**src/rtl/tt_sweep_capture.sv**
```systemverilog
// tt_sweep_capture: exhaustive stimulus/capture stage for a 3-input, 1-output
// combinational unit. Walks {a,b,c} through 000..111, holds each vector for
// SETTLE cycles and samples h_in on the last one into truth_table[idx].
// Optional feature macro: TT_SWEEP_COMPARE_EN adds a golden-table compare
// (expected input, mismatch output).
`timescale 1ns/1ps

module tt_sweep_capture #(
  parameter int unsigned SETTLE = 4,
  parameter int unsigned CNT_W  = 8
) (
  input  logic       clk,
  input  logic       reset_n,
  input  logic       start,
  output logic       a_out,
  output logic       b_out,
  output logic       c_out,
  input  logic       h_in,
  output logic [7:0] truth_table,
  output logic       busy,
  output logic       done
`ifdef TT_SWEEP_COMPARE_EN
  ,
  input  logic [7:0] expected,
  output logic       mismatch
`endif
);

  // A settle time of 0 behaves exactly like 1.
  localparam int unsigned SettleEff = (SETTLE == 0) ? 1 : SETTLE;
  localparam logic [CNT_W-1:0] Reload = CNT_W'(SettleEff - 1);

  typedef enum logic [1:0] {
    StIdle,
    StRun,
    StDone
  } state_e;

  state_e           state_q, state_d;
  logic [2:0]       idx_q, idx_d;
  logic [CNT_W-1:0] cnt_q, cnt_d;
  logic [7:0]       tt_q, tt_d;

`ifdef TT_SWEEP_COMPARE_EN
  logic [7:0] exp_q, exp_d;
  logic       mm_q, mm_d;
`endif

  // Next-state logic: start acceptance, settle countdown, capture and advance.
  always_comb begin
    state_d = state_q;
    idx_d   = idx_q;
    cnt_d   = cnt_q;
    tt_d    = tt_q;
`ifdef TT_SWEEP_COMPARE_EN
    exp_d   = exp_q;
    mm_d    = mm_q;
`endif
    unique case (state_q)
      StIdle, StDone: begin
        if (start) begin
          state_d = StRun;
          tt_d    = 8'h00;
          idx_d   = 3'd0;
          cnt_d   = Reload;
`ifdef TT_SWEEP_COMPARE_EN
          exp_d   = expected;
          mm_d    = 1'b0;
`endif
        end else if (state_q == StDone) begin
          state_d = StIdle;
          idx_d   = 3'd0;
        end
      end
      StRun: begin
        if (cnt_q != '0) begin
          cnt_d = cnt_q - 1'b1;
        end else begin
          tt_d[idx_q] = h_in;
          if (idx_q != 3'd7) begin
            idx_d = idx_q + 3'd1;
            cnt_d = Reload;
          end else begin
            // idx stays at 7 through DONE; it is cleared on the way out.
            state_d = StDone;
`ifdef TT_SWEEP_COMPARE_EN
            mm_d    = ({h_in, tt_q[6:0]} != exp_q);
`endif
          end
        end
      end
      default: state_d = StIdle;
    endcase
  end

  // State registers with asynchronous active-low reset.
  always_ff @(posedge clk or negedge reset_n) begin
    if (!reset_n) begin
      state_q <= StIdle;
      idx_q   <= 3'd0;
      cnt_q   <= '0;
      tt_q    <= 8'h00;
    end else begin
      state_q <= state_d;
      idx_q   <= idx_d;
      cnt_q   <= cnt_d;
      tt_q    <= tt_d;
    end
  end

`ifdef TT_SWEEP_COMPARE_EN
  // Golden table latched at start; compare result held until next start.
  always_ff @(posedge clk or negedge reset_n) begin
    if (!reset_n) begin
      exp_q <= 8'h00;
      mm_q  <= 1'b0;
    end else begin
      exp_q <= exp_d;
      mm_q  <= mm_d;
    end
  end

  assign mismatch = mm_q;
`endif

  // Vector pins come straight from the index register.
  assign {a_out, b_out, c_out} = idx_q;
  assign truth_table           = tt_q;
  assign busy                  = (state_q == StRun);
  assign done                  = (state_q == StDone);

endmodule

```
**config.mk**
```make
export PLATFORM = sky130hd
export DESIGN_NAME = tt_sweep_capture
export DESIGN_NICKNAME = d
export VERILOG_FILES = /design/src/rtl/tt_sweep_capture.sv
export SDC_FILE = /design/constraint.sdc
export NUM_CORES = 1
export LEC_CHECK = 0
export BUFFER_PORTS_ARGS = -buffer_cell sky130_fd_sc_hd__buf_2
export CAP_MARGIN = 5
export CORE_UTILIZATION = 59
export CTS_BUF_LIST = sky130_fd_sc_hd__clkbuf_8 sky130_fd_sc_hd__clkbuf_16
export CTS_CLUSTER_SIZE = 8
export DETAILED_ROUTE_END_ITERATION = 8
export GPL_TIMING_DRIVEN = 0
export PLACE_DENSITY = 0.82
export SLEW_MARGIN = 20
export SYNTH_ARGS = -nofsm -noshare
export SYNTH_HDL_FRONTEND = slang
export SYNTH_SLANG_ARGS = --single-unit
```
**constraint.sdc**
```tcl
create_clock -name clk -period 4 [get_ports clk]
set_input_delay 1 -clock clk [delete_from_list [all_inputs] [get_ports clk]]
set_output_delay 1 -clock clk [all_outputs]
set_load 0.03 [all_outputs]
```
==> results.md, run 1 <==
- Outcome: finished clean
- Worst Path Class, Setup: reg -> out
- Tcrit/Tclk final: 0.613
- Internal reg-to-reg setup slack: 2.18 ns
- Syn Inst Count: 114
- Vias per cell: 6.17
- Slew Limit Headroom: 0.617
- Top cells by area, synth: dfrtp_1 46%, mux2i_1 7.9%, ha_1 4.4%
- Synth cell types: 32
- Row cnt: 15
- Count of input and output buffers: 16
- Min cycle time layout: 2.45 ns
- Sequential area share after synthesis: 0.463
- Ant diodes: 0
- Setup TNS: 0 ns
- Post-Syn Area: 1140 µm²
- Number of hold buffers added after cts: 0
- Std-Cell Core Area: 1760 µm²
- Die height: 45.9 µm
- Critical Path Fanout Max: 9
- Worst-Margin Slew: 0.569 ns
- CP endpoint kind: primary output
- Final core occ: 0.733
- CTS resizes: 0
- Reg clk slew, reported paths: 0.08 ns
- Syn avg cell area: 9.97 µm²
- Setup bufs post-CTS: 0
- Gpl congestion: 0.788
- Final Cell Area: 1290 µm²
- Combinational Power Share: 0.437
- P per Cell Area: 728 nW/µm²
- Yosys top cell by area: dfrtp_1
- Clock Power Share: 0.148
- Global routing usage on met3: 0.0397
- Unrepaired setup endpoints after global routing: false
- Share of cells above drive strength 1: 0.209
- Sw power: 0.000430 W
- Area delta synth->final: 13.9%
- GR met1 Demand/Resource: 0.334
- Via count: 981
- #FFs+latches synth: 21
- Global-route wire length before repair: 3790 µm
- Synth top area share: 0.463
- Post-synth ARST share: 1.00
- Hold WC Path Type: reg -> reg
- Clk_lat worst skew: 0.26 ns
- IO Pins: 17
- Worst min-delay path startpoint: truth_table[5]
- Most common cell in the netlist: dfrtp_1
- CTS tree: yes
- Crit start category: flip-flop
- Ys Warns: 0
- Switching part of the total: 0.456
- Clock tree buffer depth: 2
- Worst clock skew: 0.00103 ns
- Starting density of the core: 0.644
- Reg2reg end: cnt_q[2]
- CTS sink cnt: 21
- Placement Cell Area: 1250 µm²
- Arr. time, crit path: 1.45 ns
- FF-to-FF path depth: 6
- Post-Layout Cell Count: 159
- P_int: 0.000512 W
- Peak VDD IR: 0.523 mV
- Flop pwr share: 0.415
- Pleak: 0.665 nW
- Post-route DRC: 0
- Starting DRC count in detailed routing: 28
- Crit-path cells: nand2b_1 > buf_2 > inv_1 > buf_2
- Fin nets: 143
- Register area: 526 µm²
- Width of the die: 45.9 µm
- WL/cell: 15.4 µm
- Worst Hold Depth: 2
- Critical path required time: 3.00 ns
- Gr ovfl total: 0
- CTS HTree Levels: 1
- CTS buffer count: 3
- Vias in the first global route: 832
- Initial antenna violation count: 0
- Slew Viols, Final: 0
- Antenna-violating nets left: 0
- Fmax achieved: 408 MHz
- Largest net degree at the start of global routing: 22
- Setup-failing EPs final: 0
- Inst Count DP: 155
- Reg2reg start: cnt_q[0]
- Grt met2 use: 0.428
- Final hold vios: 0
- Worst Hold End: truth_table[5]
- Routed WL: 2440 µm
- Leading cell types by count after synthesis: 21 x dfrtp_1, 11 x nand2_1, 10 x nand3_1
- Fillers: 135
- Die area: 2100 µm²
- Final WS setup: 1.55 ns
- Top_reg_cell synth: dfrtp_1
- Number of enable flip-flop cells after synthesis: 0
- Critical Path Most Common Cell: buf_2
- Max incr delay on CP: 0.41 ns
- Syn nets: 122
- Area of the multi-input gates: 568 µm²
- Place WS: 1.86 ns
- GR peak layer: met2
- Clock Tree Root: clkbuf_8
- Max cap viols: 0
- Slowest-stage cell, CP: dfrtp_1
- Post-DP HPWL: 1640 µm
- DRT Pass-1 Iters: 4
- GRT Util Overall: 0.255
per-layer routing:
layer  share of wire  vias to the layer above  routed length [µm]
li1                -                      456                   -
met1            0.43                      465                1060
met2            0.48                       56                1180
met3           0.076                        4                 185
met4          0.0086                        0                  21
met5               0                        -                   0
cell usage in the layout (no fill, tap or decap):
master,netlist,layout
a31oi_1,1,1
o31a_2,1,1
buf_2,1,17
or4_1,1,1
a21oi_2,1,1
nor3b_1,1,1
nand3_1,10,10
a211o_1,1,1
ha_1,4,4
nor3_2,1,1
nand4b_1,2,2
nand2_1,11,11
o311ai_0,1,1
nor4_1,1,1
and2_4,1,1
nand2b_1,4,4
o21ai_0,7,7
inv_1,6,6
nor2_1,8,8
and3b_1,1,1
clkbuf_1,1,1
a221o_1,1,1
nor4b_4,1,1
o211ai_1,3,3
mux2i_1,9,9
nor2b_1,3,3
a21oi_1,2,2
a31o_2,1,1
clkbuf_8,0,3
buf_6,1,1
clkinv_2,0,1
nand4_1,5,5
and3_1,2,2
dfrtp_1,21,21
power groups by stage:
stage	Sequential, W	Clock [W]	Combinational [W]
after global routing	0.000402	0.000149	0.000455
final	0.000391	0.000139	0.000412
after floorplan	0.000444	0	0.000235
after global placement	0.000383	0	0.000390
after CTS	0.000386	0.000140	0.000409
after detailed placement	0.000391	0	0.000403
worst max-delay path by stage:
stage	cells after the start	end	start
after floorplan	3	busy	state_q[1]
after global placement	4	busy	state_q[1]
after detailed placement	4	busy	state_q[1]
after CTS	4	busy	state_q[1]
after global routing	4	busy	state_q[1]
final	4	busy	state_q[1]
per-stage QoR:
stage               power [W]  hold slack (ns)
floorplan            0.000679            0.493
finish               0.000941            0.531
CTS                  0.000936            0.535
detailed placement   0.000794            0.517
global route          0.00101            0.548
global placement     0.000773            0.511
sequential cells by signal, indices dropped and copies added, names as in the netlist:
signal and cells:
cnt_q 8, idx_q 3, state_q 2, truth_table 8
kinds of logic after synthesis:
kind of cell               share of synthesized area
AOI/OAI and AO/OA                              0.113
muxes                                         0.0793
DFF                                            0.463
buffers and inverters                         0.0374
adders and majority gates                     0.0441
and+or+nand+nor                                0.263
area by class of cell:
type	instances	area share
Tap cell	25	0.0242
Clock buffer	3	0.0319
Clock inverter	1	0.00387
Inverter	6	0.0174
Timing Repair Buffer	16	0.0619
Buffer	3	0.0155
Sequential cell	21	0.406
Multi-Input combinational cell	84	0.439
critical path: cells and delay by family (launching register included):
family,cells,cell delay [ns]
buf+inv,3,0.62
flops,1,0.41
simple gates,1,0.15
(Power assumes the default switching activity.)
==> run 2, diff against run 1 <==
--- a/config.mk
+++ b/config.mk
@@ -7,12 +7,12 @@
 export LEC_CHECK = 0
 export BUFFER_PORTS_ARGS = -buffer_cell sky130_fd_sc_hd__buf_2
 export CAP_MARGIN = 5
-export CORE_UTILIZATION = 59
+export CORE_UTILIZATION = 55
 export CTS_BUF_LIST = sky130_fd_sc_hd__clkbuf_8 sky130_fd_sc_hd__clkbuf_16
 export CTS_CLUSTER_SIZE = 8
 export DETAILED_ROUTE_END_ITERATION = 8
 export GPL_TIMING_DRIVEN = 0
-export PLACE_DENSITY = 0.82
+export PLACE_DENSITY = 0.77
 export SLEW_MARGIN = 20
 export SYNTH_ARGS = -nofsm -noshare
 export SYNTH_HDL_FRONTEND = slang
==> constraint.sdc (replaced) <==
create_clock -name clk -period 2.5 [get_ports clk]
set_input_delay 0.625 -clock clk [delete_from_list [all_inputs] [get_ports clk]]
set_output_delay 0.625 -clock clk [all_outputs]
set_load 0.03 [all_outputs]
==> run 2 against run 1 <==
Hold slack got worse by 0.22 ns. Highest routed layer unchanged. Die area increased by 7.0%. Clock power increased by 57%. Combinational power increased by 55%.
==> results.md, run 2 (synthesized netlist as in run 1, its figures left out) <==
- Critical Path Most Common Cell: buf_2
- Crit start category: flip-flop
- Antenna-violating nets left: 0
- Clock tree buffer depth: 2
- Routed WL: 2190 µm
- Max cap viols: 0
- Outcome: finished clean
- Worst Path Class, Setup: reg -> out
- Post-DP HPWL: 1590 µm
- Slew Viols, Final: 0
- FF-to-FF path depth: 6
- Pleak: 0.666 nW
- Starting DRC count in detailed routing: 13
- Crit-path cells: nand2b_1 > buf_2 > inv_1 > buf_2
- Largest net degree at the start of global routing: 22
- Std-Cell Core Area: 1940 µm²
- Die height: 47.5 µm
- Row cnt: 16
- Critical path required time: 1.88 ns
- Share of cells above drive strength 1: 0.201
- Peak VDD IR: 0.614 mV
- GRT Util Overall: 0.232
- Post-Layout Cell Count: 161
- IO Pins: 17
- Vias per cell: 5.65
- Width of the die: 47.5 µm
- Unrepaired setup endpoints after global routing: false
- Inst Count DP: 157
- Setup-failing EPs final: 0
- Tcrit/Tclk final: 0.820
- Setup TNS: 0 ns
- Post-route DRC: 0
- Clk_lat worst skew: 0.26 ns
- P per Cell Area: 1140 nW/µm²
- Number of hold buffers added after cts: 0
- Commonest non-fill, non-tap cell in the layout: dfrtp_1
- Die area: 2250 µm²
- CTS resizes: 0
- Min cycle time layout: 2.05 ns
- CTS HTree Levels: 1
- Gpl congestion: 0.807
- Area delta synth->final: 14.0%
- Critical Path Fanout Max: 9
- Starting density of the core: 0.585
- Gr ovfl total: 0
- Most frequent cells in the layout: 21 x dfrtp_1, 17 x buf_2, 11 x nand2_1
- WL/cell: 13.6 µm
- Ant diodes: 0
- Slew Limit Headroom: 0.630
- CTS buffer count: 3
- Worst clock skew: 0.00273 ns
- Hold WC Path Type: in -> async
- Worst-Margin Slew: 0.550 ns
- Clock Tree Root: clkbuf_8
- CTS tree: yes
- Fmax achieved: 488 MHz
- DRT Pass-1 Iters: 4
- Fillers: 167
- Fin nets: 143
- Max incr delay on CP: 0.40 ns
- Count of input and output buffers: 16
- Reg clk slew, reported paths: 0.07 ns
- CP endpoint kind: primary output
- Via count: 909
- CTS sink cnt: 21
- Final hold vios: 0
- Arr. time, crit path: 1.43 ns
- Setup bufs post-CTS: 0
- Vias in the first global route: 842
- Initial antenna violation count: 0
- Global-route wire length before repair: 3530 µm
- Slowest-stage cell, CP: dfrtp_1
[run 2: layout make-up]
type	instances	area (µm²)	area share
buffer	3	20.0	0.0155
multi-input combinational	84	568	0.439
clock buffer	3	41.3	0.0319
timing repair buffer	16	80.1	0.0618
clock inverter	1	3.75	0.00290
sequential	21	526	0.406
inverter	6	22.5	0.0174
tap	27	33.8	0.0261
[run 2: final timing paths]
path | from | to | slack [ns]
max | state_q[1] | busy | 0.45
min | reset_n | idx_q[0] | 0.31
max reg2reg | cnt_q[0] | cnt_q[2] | 0.71
min reg2reg | truth_table[3] | truth_table[3] | 0.52
max in group asynchronous | reset_n | truth_table[2] | 1.87
min in group clk | truth_table[3] | truth_table[3] | 0.52
[run 2: power by group]
group / switching [W] / internal, W
sequential: 0.000152 / 0.000465
combinational: 0.000398 / 0.000243
clock: 0.000109 / 0.000109
total: 0.000658 / 0.000817
[run 2: worst max-delay path: cells and delay by family, from the launching register on]
family                 cells  cell delay (ns)
buffers and inverters      3             0.61
and+or+nand+nor            1             0.14
DFF                        1             0.40
[run 2: metal layers]
metal  global-route usage  wire length, µm  share of wire
met5                    0                0              0
met4               0.0971               29          0.013
met3               0.0453               60          0.027
met2                0.375             1060           0.48
met1                0.304             1040           0.48
[run 2: metrics by stage]
step	cell area (µm²)	total power (W)	hold slack [ns]	setup WS [ns]	util
floorplan	1140	0.00109	0.329	0.848	-
global placement	1250	0.00124	0.510	0.751	0.644
detailed placement	1250	0.00126	0.519	0.734	0.644
CTS	1290	0.00148	0.324	0.452	0.667
global route	1290	0.00159	0.341	0.380	0.667
finish	1290	0.00147	0.311	0.450	0.667
==> run 3, diff against run 2 <==
--- a/config.mk
+++ b/config.mk
@@ -5,14 +5,15 @@
 export SDC_FILE = /design/constraint.sdc
 export NUM_CORES = 1
 export LEC_CHECK = 0
+export ABC_AREA = 1
 export BUFFER_PORTS_ARGS = -buffer_cell sky130_fd_sc_hd__buf_2
 export CAP_MARGIN = 5
-export CORE_UTILIZATION = 55
+export CORE_UTILIZATION = 51
 export CTS_BUF_LIST = sky130_fd_sc_hd__clkbuf_8 sky130_fd_sc_hd__clkbuf_16
 export CTS_CLUSTER_SIZE = 8
 export DETAILED_ROUTE_END_ITERATION = 8
 export GPL_TIMING_DRIVEN = 0
-export PLACE_DENSITY = 0.77
+export PLACE_DENSITY = 0.75
 export SLEW_MARGIN = 20
 export SYNTH_ARGS = -nofsm -noshare
 export SYNTH_HDL_FRONTEND = slang
==> constraint.sdc (replaced) <==
create_clock -name clk -period 1.65 [get_ports clk]
set_input_delay 0.4125 -clock clk [delete_from_list [all_inputs] [get_ports clk]]
set_output_delay 0.4125 -clock clk [all_outputs]
set_load 0.03 [all_outputs]
==> run 3 against run 2 <==
Cell count grew 43%. Combinational power is 91% higher. Worst setup slack got worse by 0.39 ns. Critical path depth down 2. Synthesized cell count increased by 61%. Critical endpoint unchanged. Highest routed layer unchanged.
==> results.md, run 3 <==
- Row cnt: 17
- Register area: 527 µm²
- Setup-failing EPs final: 0
- Most common cell in the netlist: nand2_1
- CTS HTree Levels: 1
- Clock tree buffer depth: 2
- Top cells by area, synth: dfrtp_1 40%, nand2_1 20%, nand3_1 11%
- Synth cell types: 19
- Clock Power Share: 0.135
- Sequential area share after synthesis: 0.402
- Most frequent cells in the layout: 68 x nand2_1, 28 x inv_1, 28 x nand3_1
- Final hold vios: 0
- Vias in the first global route: 1,107
- Post-synth ARST share: 1.00
- Worst clock skew: 0.00627 ns
- Die area: 2770 µm²
- Critical Path Fanout Max: 15
- Gr ovfl total: 0
- Count of input and output buffers: 16
- Arr. time, crit path: 1.17 ns
- Setup TNS: 0 ns
- Share of cells above drive strength 1: 0.182
- Met2 routed WL: 1200 µm
- Highest routed layer: met4
- Worst Path Class, Setup: reg -> out
- Slew Limit Headroom: 0.678
- GRT Util Overall: 0.231
- Clock Tree Root: clkbuf_8
- Unrepaired setup endpoints after global routing: false
- Starting density of the core: 0.564
- Syn nets: 191
- Largest net degree at the start of global routing: 22
- Initial antenna violation count: 0
- #FFs+latches synth: 21
- Fillers: 218
- P per Cell Area: 1660 nW/µm²
- Routed WL: 2610 µm
- Post-DP HPWL: 1940 µm
- Post-Syn Area: 1310 µm²
- Tcrit/Tclk final: 0.961
- Synth top area share: 0.402
- Fin nets: 212
- Post-route DRC: 0
- Post-Route M1 WL: 1300 µm
- Std-Cell Core Area: 2320 µm²
- Worst-Margin Slew: 0.483 ns
- Commonest non-fill, non-tap cell in the layout: nand2_1
- Reg clk slew, reported paths: 0.08 ns
- Top_reg_cell synth: dfrtp_1
- Final WS setup: 0.0639 ns
- Switching part of the total: 0.477
- IO Pins: 17
- CTS sink cnt: 21
- Area of the multi-input gates: 643 µm²
- Ant diodes: 0
- Antenna-violating nets left: 0
- Pleak: 0.919 nW
- Outcome: finished clean
- Sw power: 0.00117 W
- Crit start category: flip-flop
- Starting DRC count in detailed routing: 19
- CTS tree: yes
- Flop pwr share: 0.367
- Gpl congestion: 0.816
- Area delta synth->final: 12.8%
- Die height: 52.6 µm
- Peak VDD IR: 0.877 mV
- Combinational Power Share: 0.498
- Global-route wire length before repair: 4660 µm
- Number of enable flip-flop cells after synthesis: 0
- Slew Viols, Final: 0
- DRT Pass-1 Iters: 4
- WL/cell: 11.3 µm
- Hold WC Path Type: in -> async
- Width of the die: 52.6 µm
- Via count: 1,147
- Fmax achieved: 630 MHz
- Critical path required time: 1.24 ns
- Vias per cell: 4.97
- P_int: 0.00128 W
- Clk_lat worst skew: 0.26 ns
- Ys Warns: 0
- CTS buffer count: 3
- FF-to-FF path depth: 6
- Yosys top cell by area: dfrtp_1
- Max cap viols: 0
- CP endpoint kind: primary output
- Min cycle time layout: 1.59 ns
- Leading cell types by count after synthesis: 68 x nand2_1, 28 x nand3_1, 27 x inv_1
- Syn Inst Count: 183
- Place WS: 0.0338 ns
- Met3 wire len: 93 µm
- Syn avg cell area: 7.14 µm²
run 3: changes by cell type in the layout (fill, tap and decap cells not counted), moves of 3 or more:
cell and delta:
mux2i_1 -9, inv_2 +3, o211ai_1 -3, o21ai_0 -6, nand3_1 +18, nor2_1 +5, nand2_1 +57, inv_1 +21
nor2b_1 -3, nand2b_1 -4
run 3: worst max-delay path, stage by stage (launching register included):
cell and delay (ns):
dfrtp_2 0.46, nor2_8 0.24, buf_4 0.22
run 3: final timing paths:
kind                                     start             end  slack (ns)
worst max-delay path                state_q[1]            busy        0.06
worst min-delay path                   reset_n        idx_q[1]        0.11
worst max register to register        idx_q[0]        idx_q[0]        0.08
worst min register to register  truth_table[6]  truth_table[6]        0.47
max in group asynchronous              reset_n      state_q[1]        1.19
min in group clk                truth_table[6]  truth_table[6]        0.47
run 3: per-stage QoR:
stage	power [W]	std cells	utilization	instance area [µm²]	hold slack (ns)
2_1_floorplan	0.00183	183	-	1310	0.117
3_3_place_gp	0.00205	227	0.614	1420	0.401
3_5_place_dp	0.00211	227	0.614	1420	0.407
4_1_cts	0.00245	231	0.635	1470	0.123
5_1_grt	0.00270	231	0.636	1480	0.141
6_report	0.00244	231	0.636	1480	0.106
run 3: timing repair:
item / CTS / global route
setup endpoints to repair: 1 / 5
buffers inserted: 1 / 0
gates resized for setup: 2 / 1
gates cloned: 0 / 0
hold buffers: 0 / 0
pin swaps: 0 / 2
run 3: metal layers:
metal	up-vias	track usage
met5	-	0
met4	0	0.0877
met3	2	0.0261
met2	17	0.392
met1	524	0.296
li1	604	-
run 3: cell families (layout without fill, tap and decap cells):
logic type,Yosys count,after routing,share of synthesized area
AND/OR/NAND/NOR,121,121,0.425
buffers and inverters,33,53,0.109
flip-flops,21,21,0.402
adder cells (fa/ha/maj),4,4,0.0383
AO/OA/AOI/OAI,4,4,0.0258
run 3: final cells by class:
type,instances,area share
Tap cell,28,0.0237
Sequential cell,21,0.357
Buffer,2,0.0153
Clock inverter,1,0.00254
Timing Repair Buffer,17,0.0611
Inverter,30,0.0763
Multi-Input combinational cell,129,0.436
Clock buffer,3,0.0280
run 3: power by group through the flow:
stage          Sequential (W)  Combinational (W)  Clock, W
3_5_place_dp         0.000902            0.00120         0
3_3_place_gp         0.000892            0.00116         0
2_1_floorplan        0.000976           0.000850         0
6_report             0.000896            0.00122  0.000330
5_1_grt              0.000928            0.00141  0.000357
4_1_cts              0.000889            0.00122  0.000341
